**src/rtl/compressor_sequencer.sv**
```systemverilog
// compressor_sequencer
//   Transactional loader for the operand-compression datapath. It accepts NUM
//   operands one per cycle over a valid/ready stream and writes them, in slot
//   order, into the operand registers that feed the compressor. It then waits
//   SETTLE cycles, captures the compressor result and offers it downstream on
//   a valid/ready output.
//
//   Optional feature macro: COMPRESSOR_SEQ_CHECK_EN
//     defined   - a behavioural adder sums the cmp_src slots. Every capture
//                 compares that sum with cmp_dst. Any inequality sets the
//                 sticky 'mismatch' flag, which only rst clears.
//     undefined - no adder is built and 'mismatch' is tied low.
//
// Ports:
//   clk        rising-edge clock
//   rst        asynchronous active-high reset
//   clear      synchronous abort of a partial load or of a held result
//   in_data    operand, in_valid / in_ready handshake
//   cmp_src    registered operand vector; slot k at [k*WIDTH +: WIDTH]
//   cmp_dst    compressor result (combinational or SETTLE-pipelined)
//   out_data   captured result, out_valid / out_ready handshake
//   busy       high unless idle in LOAD with no operand loaded
//   mismatch   sticky self-check error (see macro above)
module compressor_sequencer #(
  parameter int WIDTH  = 8,
  parameter int NUM    = 8,
  parameter int SETTLE = 1,
  localparam int OUT_WIDTH = WIDTH + $clog2(NUM)
) (
  input  logic                   clk,
  input  logic                   rst,
  input  logic                   clear,
  input  logic [WIDTH-1:0]       in_data,
  input  logic                   in_valid,
  output logic                   in_ready,
  output logic [NUM*WIDTH-1:0]   cmp_src,
  input  logic [OUT_WIDTH-1:0]   cmp_dst,
  output logic [OUT_WIDTH-1:0]   out_data,
  output logic                   out_valid,
  input  logic                   out_ready,
  output logic                   busy,
  output logic                   mismatch
);

  localparam int IDX_W = $clog2(NUM);
  localparam int CNT_W = (SETTLE > 1) ? $clog2(SETTLE) : 1;

  typedef enum logic [1:0] {S_LOAD, S_SETTLE, S_HOLD} state_t;

  state_t           state;
  state_t           state_next;
  logic [IDX_W-1:0] idx;
  logic [CNT_W-1:0] count;
  logic             ready_q;
  logic             accept;
  logic             capture;
  logic             last_slot;

  // ready_q keeps in_ready low during reset and for the rest of the reset
  // cycle; it rises on the first edge after rst is released.
  assign in_ready  = ready_q && (state == S_LOAD);
  assign out_valid = (state == S_HOLD);
  assign busy      = !((state == S_LOAD) && (idx == '0));
  assign last_slot = (idx == IDX_W'(NUM - 1));

  always_ff @(posedge clk or posedge rst) begin
    if (rst) state <= S_LOAD;
    else     state <= state_next;
  end

  // clear overrides every transition and suppresses the operand accept and
  // the result capture that would otherwise happen on the same edge.
  always_comb begin
    state_next = state;
    accept     = 1'b0;
    capture    = 1'b0;
    case (state)
      S_LOAD: begin
        accept = in_valid && in_ready;
        if (accept && last_slot) state_next = S_SETTLE;
      end
      S_SETTLE: begin
        if (count == CNT_W'(SETTLE - 1)) begin
          capture    = 1'b1;
          state_next = S_HOLD;
        end
      end
      S_HOLD: begin
        if (out_ready) state_next = S_LOAD;
      end
      default: state_next = S_LOAD;
    endcase
    if (clear) begin
      state_next = S_LOAD;
      accept     = 1'b0;
      capture    = 1'b0;
    end
  end

  // Operand slots are never zeroed between transactions: each load simply
  // overwrites slots 0..NUM-1 in order. clear leaves cmp_src and out_data as
  // they are and only rewinds the slot index and settle counter.
  always_ff @(posedge clk or posedge rst) begin
    if (rst) begin
      ready_q  <= 1'b0;
      idx      <= '0;
      count    <= '0;
      cmp_src  <= '0;
      out_data <= '0;
    end else begin
      ready_q <= 1'b1;
      if (clear) begin
        idx   <= '0;
        count <= '0;
      end else begin
        if (accept) begin
          cmp_src[idx*WIDTH +: WIDTH] <= in_data;
          idx   <= last_slot ? '0 : idx + 1'b1;
          count <= '0;
        end
        if (capture) begin
          out_data <= cmp_dst;
          count    <= '0;
        end else if (state == S_SETTLE) begin
          count <= count + 1'b1;
        end
      end
    end
  end

`ifdef COMPRESSOR_SEQ_CHECK_EN
  logic [OUT_WIDTH-1:0] ref_sum;

  // Reference compressor: zero-extended unsigned sum of all slots.
  always_comb begin
    ref_sum = '0;
    for (int k = 0; k < NUM; k++) begin
      ref_sum = ref_sum + OUT_WIDTH'(cmp_src[k*WIDTH +: WIDTH]);
    end
  end

  // Sticky until rst; clear deliberately leaves it set.
  always_ff @(posedge clk or posedge rst) begin
    if (rst)                               mismatch <= 1'b0;
    else if (capture && ref_sum != cmp_dst) mismatch <= 1'b1;
  end
`else
  assign mismatch = 1'b0;
`endif

endmodule

```
**config.mk**
```make
export PLATFORM = sky130hd
export DESIGN_NAME = compressor_sequencer
export DESIGN_NICKNAME = d
export VERILOG_FILES = /design/src/rtl/compressor_sequencer.sv
export SDC_FILE = /design/constraint.sdc
export NUM_CORES = 1
export LEC_CHECK = 0
export CORE_ASPECT_RATIO = 0.5
export CORE_MARGIN = 5
export CORE_UTILIZATION = 45
export CTS_CLUSTER_SIZE = 10
export DETAILED_ROUTE_END_ITERATION = 8
export PLACE_DENSITY = 0.76
export REMOVE_ABC_BUFFERS = 1
export SYNTH_ARGS = -nofsm -noshare
export SYNTH_HDL_FRONTEND = slang
export SYNTH_SLANG_ARGS = --single-unit
```
**constraint.sdc**
```tcl
create_clock -name clk -period 3.6 [get_ports clk]
set_input_delay 0.72 -clock clk [delete_from_list [all_inputs] [get_ports clk]]
set_output_delay 0.72 -clock clk [all_outputs]
set_load 0.005 [all_outputs]
```
Word level (Yosys, flattened, before mapping)
Index checks and enable logic that the tools add are counted.

Memory bits (writable): 0. Output and inout port bits: 79. ROM bits: 0. Input port bits: 24. Memories kept: 0. Latch bits: 0. Word-level logic and storage cells: 48. Register bits: 82.

Equality and inequality tests: 6. Divide/modulo/power cells: 0. Multiplexer cells: 18. $lt $le $gt $ge: 0. Bitwise gates (word level): 1. Shift-type cells: 2. Add/subtract/negate cells: 3. Multipliers: 0. Reduce and logical (&&, ||, !) cells: 12.

Operators with widths (number): 64-bit bitwise mux (1); 8-bit by 34-bit variable shift with 64-bit output (first input constant) (1); 8-bit by 34-bit variable part select with 64-bit output (1); 6-bit negator with 34-bit output (1); 1-bit 2-to-1 mux (9); 3-bit 2-to-1 mux (3); 2-bit 2-to-1 mux (4); 3-bit by 2-bit inequality test with 1-bit output (second input constant) (2); 2-bit case mux with 3 select lines (1); 1-bit logical AND (4); 2-bit AND reduction (2); 4-bit nonzero test (1); 3-bit by 1-bit adder with 3-bit output (second input constant) (1); 3-bit equality test (second input constant) (1); 3-bit zero test (1); 3-bit inequality test (second input constant) (1); 3-bit AND reduction (1); 2-bit by 1-bit equality test with 1-bit output (second input constant) (1); 2-bit equality test (second input constant) (1); 2-bit zero test (1); 2-bit nonzero test (1); 1-bit adder (second input constant) (1); 1-bit zero test (1); 1-bit NOT (1).

Depth between registers and ports, before layout
Depth after elaboration: 9. Depth in mapped cells: 8. Depth with buffers taken out: 6.

Worst setup path before layout
No wires, ideal clock.

Path type: flip-flop to flip-flop. Start: reg idx[0]. End: reg cmp_src[58]. Arrival: 2.226 ns. Setup time: 0.125 ns. Cell stages (with the launch flop): 9. Data required time: 3.475 ns. Path buffers: 2. Path slack: 1.249 ns. Clock period less this slack: 2.351 ns. Path through: dfrtp_1 > buf_4 > inv_1 > ha_1 > ha_1 > nor2_2 > and4_4 > buf_6 > mux2_4.

Word-level cells in the longest chain between the ends: 3. Elaborated cells on any way between the ends: 4. Classes of those cells: add/sub (1); shift (2); mux (1).

RTL lines: start, declared (line 52) `logic [IDX_W-1:0] idx;`; start signal, assigned (line 118) `idx <= last_slot ? '0 : idx + 1'b1;`; 6-bit negator with 34-bit output * (line 117) `cmp_src[idx*WIDTH +: WIDTH] <= in_data;`; 8-bit by 34-bit variable part select with 64-bit output / 8-bit by 34-bit variable shift with 64-bit output (equally long branches) (line 117); 64-bit bitwise mux * (line 117); end signal, assigned by index (line 117); end, declared (line 36) `output logic [NUM*WIDTH-1:0] cmp_src,`.

Mark *: on every way between the ends. The rest lies on a longest branch, timed or not. A chain may end at the register's enable or synchronous reset.

Worst setup path after layout
Start: reg idx[0]. End: out busy.

Word-level cells in the longest chain between the ends: 3.

RTL lines: 3-bit zero test (line 63) `assign busy = !((state == S_LOAD) && (idx == '0));`; 1-bit logical AND (line 63); 1-bit zero test (line 63); end, declared (line 41) `output logic busy,`.

Every way passes these cells.

==> implementation parameters <==
Parameter                              Value

Outcome
  Result of the run    complete, no violations

Clock network
  Worst skew pair latency    0.33 ns
  Resize count post-CTS    0
  Cell at the root of the clock tree    clkbuf_16
  TritonCTS Buffers    9
  Clock transition at the registers of the reported paths    0.06 ns
  Maximum clock insertion buffer count    2
  CTS tree    done
  Sinks on the clock net    82
  Cts hold-fix bufs    0
  Count of buffers added by post-CTS timing repair for setup    0
  H-tree level count    3

Worst setup path
  R2r endpoint    cmp_src[8]$_DFFE_PP0P_
  Slowest-stage cell, CP    dfrtp_1
  Maximum fanout along the worst path    17
  Nature of the critical path startpoint    register
  Required time at the endpoint of the critical path    2.88 ns
  Endpoint of the most critical setup path    busy
  Element type at the critical path end    output port
  Most numerous cell on the critical path    ha_1
  Critical path arrival    2.36 ns
  List of cells traversed by the critical path    inv_1 -> ha_1 -> ha_1 -> nand2_1 -> clkdlybuf4s50_1
  Category of the critical setup timing path    reg2out
  Reg-to-reg setup timing slack    0.82 ns
  Setup crit start    idx[0]$_DFFE_PP0P_
  Startpoint of the worst register-to-register path    idx[0]$_DFFE_PP0P_
  Delay of the slowest cell on the worst path    0.74 ns
  Worst Reg-to-Reg Cells    6

Yosys
  Sequential fraction of the synthesis area    55.3%
  Synthesized-area fraction occupied by and/or/nand/nor cells    13.2%
  Number of distinct library cells after synthesis    40
  Share of the synthesized area in compound gates (AO/OA/AOI/OAI)    2.73%
  Count of state elements after synthesis    82
  FFs w/ async S/R, synth    100%
  Synth Area in Adders    1.69%
  Most used flip-flop cell after synthesis    dfrtp_1
  Synth Area per Inst    13.2 sq um
  Number of synthesized flops with an enable pin    0
  Largest family of logic cells by synthesized area    multiplexers
  Cells after synthesis    282
  Post-Synth XOR/XNOR Area    0%
  Portion of netlist area occupied by mux cells    22.4%
  Cell area after synthesis    3710 sq um
  Yosys warning total    0

Run
  Max-cap viol count    0

Floorplanning
  Top-level I/O count    103
  Vertical die dimension    74.2 microns
  Overall die width    138 microns
  Total Die Area    10300 sq um
  Number of placement rows    23
  Area of the core    8030 sq um
  Starting Density    46.2%

Timing
  Max Fclk    324 MHz
  Skew final    0.00620 ns
  Final hold vios    0
  Final setup violating endpoints    0
  Transition at the pin with the smallest max-transition slack    1.03 ns
  Slew Viols, Final    0
  Time the worst path needs with I/O delays and setup    3.08 ns
  Final cycle utilization of the critical path    85.6%
  Worst slew slack as a fraction of its limit    31.4%
  Unrepaired setup endpoints after global routing    no
  Setup TNS    0 ns

Global route
  Number of antenna violations at the first check in global routing    0
  Met2 Resource Use GR    32.7%
  Vias in the first global route    2850
  Global route total overflow    0
  Gr busiest metal    met2
  Global-route met1 utilization    20.3%
  First-pass GRT wire length    14600 microns
  Gr usage total    18.1%
  Maximum number of pins on one net before global-route repair    83
  Grt met3 use    6.42%

Detailed routing
  Wire length per cell after detailed routing    17.5 microns
  Iteration count of the initial detailed-routing pass    4
  Antenna Nets Post-Route    0
  Vias per std cell    4.95
  Routed via count    2486
  Total wirelength of the detailed-routed design    8800 microns
  Number of remaining DRC errors    0
  Number of DRC markers after the initial detailed-route iteration    118

Finish
  Layout area overhead    37.5%
  Commonest cells after routing, fill and taps aside    clkdlybuf4s50_1, dfrtp_1, mux2_2
  Nets    414
  Most common library cell in the layout ignoring fill and taps    clkdlybuf4s50_1
  Antenna diode count    0
  Ratio of cells with drive above 1 in the final layout    22.6%
  # fillers    598

Placement
  Port Buf Inserts    101
  Routability-driven placement congestion ratio    0.883
  HPWL Detailed    6470 microns

Power
  Worst ir drop on vdd    0.319 mV
  Post-route total power    2.19 mW
  Leakage power of the design    2.33 nW
  P per Cell Area    430 nW/um^2

Min path
  Worst hold path type    reg2reg
[worst min-delay path by stage]
stage	from	to	slack, ns	cells past startpoint
floorplan	cmp_src[16]$_DFFE_PP0P_	cmp_src[16]$_DFFE_PP0P_	0.50	1
CTS	cmp_src[13]$_DFFE_PP0P_	cmp_src[13]$_DFFE_PP0P_	0.51	1
finish	cmp_src[13]$_DFFE_PP0P_	cmp_src[13]$_DFFE_PP0P_	0.50	1
global placement	out_data[8]$_DFFE_PP0P_	out_data[8]$_DFFE_PP0P_	0.49	1
global route	cmp_src[13]$_DFFE_PP0P_	cmp_src[13]$_DFFE_PP0P_	0.52	1
detailed placement	cmp_src[31]$_DFFE_PP0P_	cmp_src[31]$_DFFE_PP0P_	0.50	1
[synthesized netlist by cell type (2+ instances only)]
master     count  area [sq um]
inv_1         23          86.3
mux2i_1       18           180
nand4_4        2          42.5
conb_1         2          7.51
a21oi_1        6          30.0
o2111ai_4      2          52.6
nand2b_1       3          18.8
dfrtp_1       82          2050
nand3b_1       2          15.0
nor3_1         3          15.0
buf_2          2          10.0
nor2_1         8          30.0
mux2_2        55           619
nand2_1       23          86.3
nor2b_1       10          62.6
and2_1         7          43.8
buf_6          2          22.5
mux2_4         2          30.0
buf_4          5          37.5
ha_1           5          62.6
[metrics by stage]
| step | setup WS (ns) | util (%) | area [sq um] | instances | hold slack, ns |
|---|---|---|---|---|---|
| final | 0.517 | 63.5 | 5100 | 502 | 0.503 |
| after global routing | 0.367 | 63.5 | 5100 | 502 | 0.520 |
| after CTS | 0.503 | 63.5 | 5100 | 502 | 0.508 |
| after detailed placement | 0.819 | 59.8 | 4800 | 486 | 0.496 |
| after global placement | 0.984 | 59.8 | 4800 | 486 | 0.489 |
| after floorplan | 0.772 | - | 3630 | 270 | 0.504 |
[worst max-delay path: cells and delay by family (launching register included)]
family,cells,cell delay (ns)
fa+ha+maj,2,0.56
flops,1,0.74
buf+inv,2,0.62
simple gates,1,0.10
[cells by family (layout without fill, tap and decap cells)]
family,after synthesis,count (layout)
buffers and inverters,35,143
other,2,2
muxes,75,75
and+or+nand+nor,73,73
DFF,82,82
adders and majority gates,5,5
AOI/OAI and AO/OA,10,10
[layer usage]
metal / share of wire [%] / up-vias
li1: - / 1160
met3: 6.1 / 18
met4: 2.2 / 0
met5: 0 / -
met2: 51 / 65
met1: 41 / 1243
[sequential cells by signal, summed over array words and instances, names as in the netlist]
name and cells:
cmp_src 64, idx 3, state 2, out_data 11, ready_q 1, count 1
[layout make-up]
cell class / instances / area, sq um / share of cell area, %
Clock inverter: 2 / 35.0 / 0.687
Clock buffer: 14 / 264 / 5.18
Multi-Input combinational cell: 165 / 1490 / 29.2
Tap cell: 112 / 140 / 2.75
Sequential cell: 82 / 2050 / 40.2
Inverter: 23 / 87.6 / 1.72
Timing Repair Buffer: 104 / 1030 / 20.3
[power by group]
| part | internal [mW] | switching, mW |
|---|---|---|
| Combinational | 0.161 | 0.111 |
| Sequential | 0.974 | 0.0366 |
| Clock | 0.574 | 0.337 |
| Total | 1.71 | 0.485 |
(Power assumes the default switching activity.)
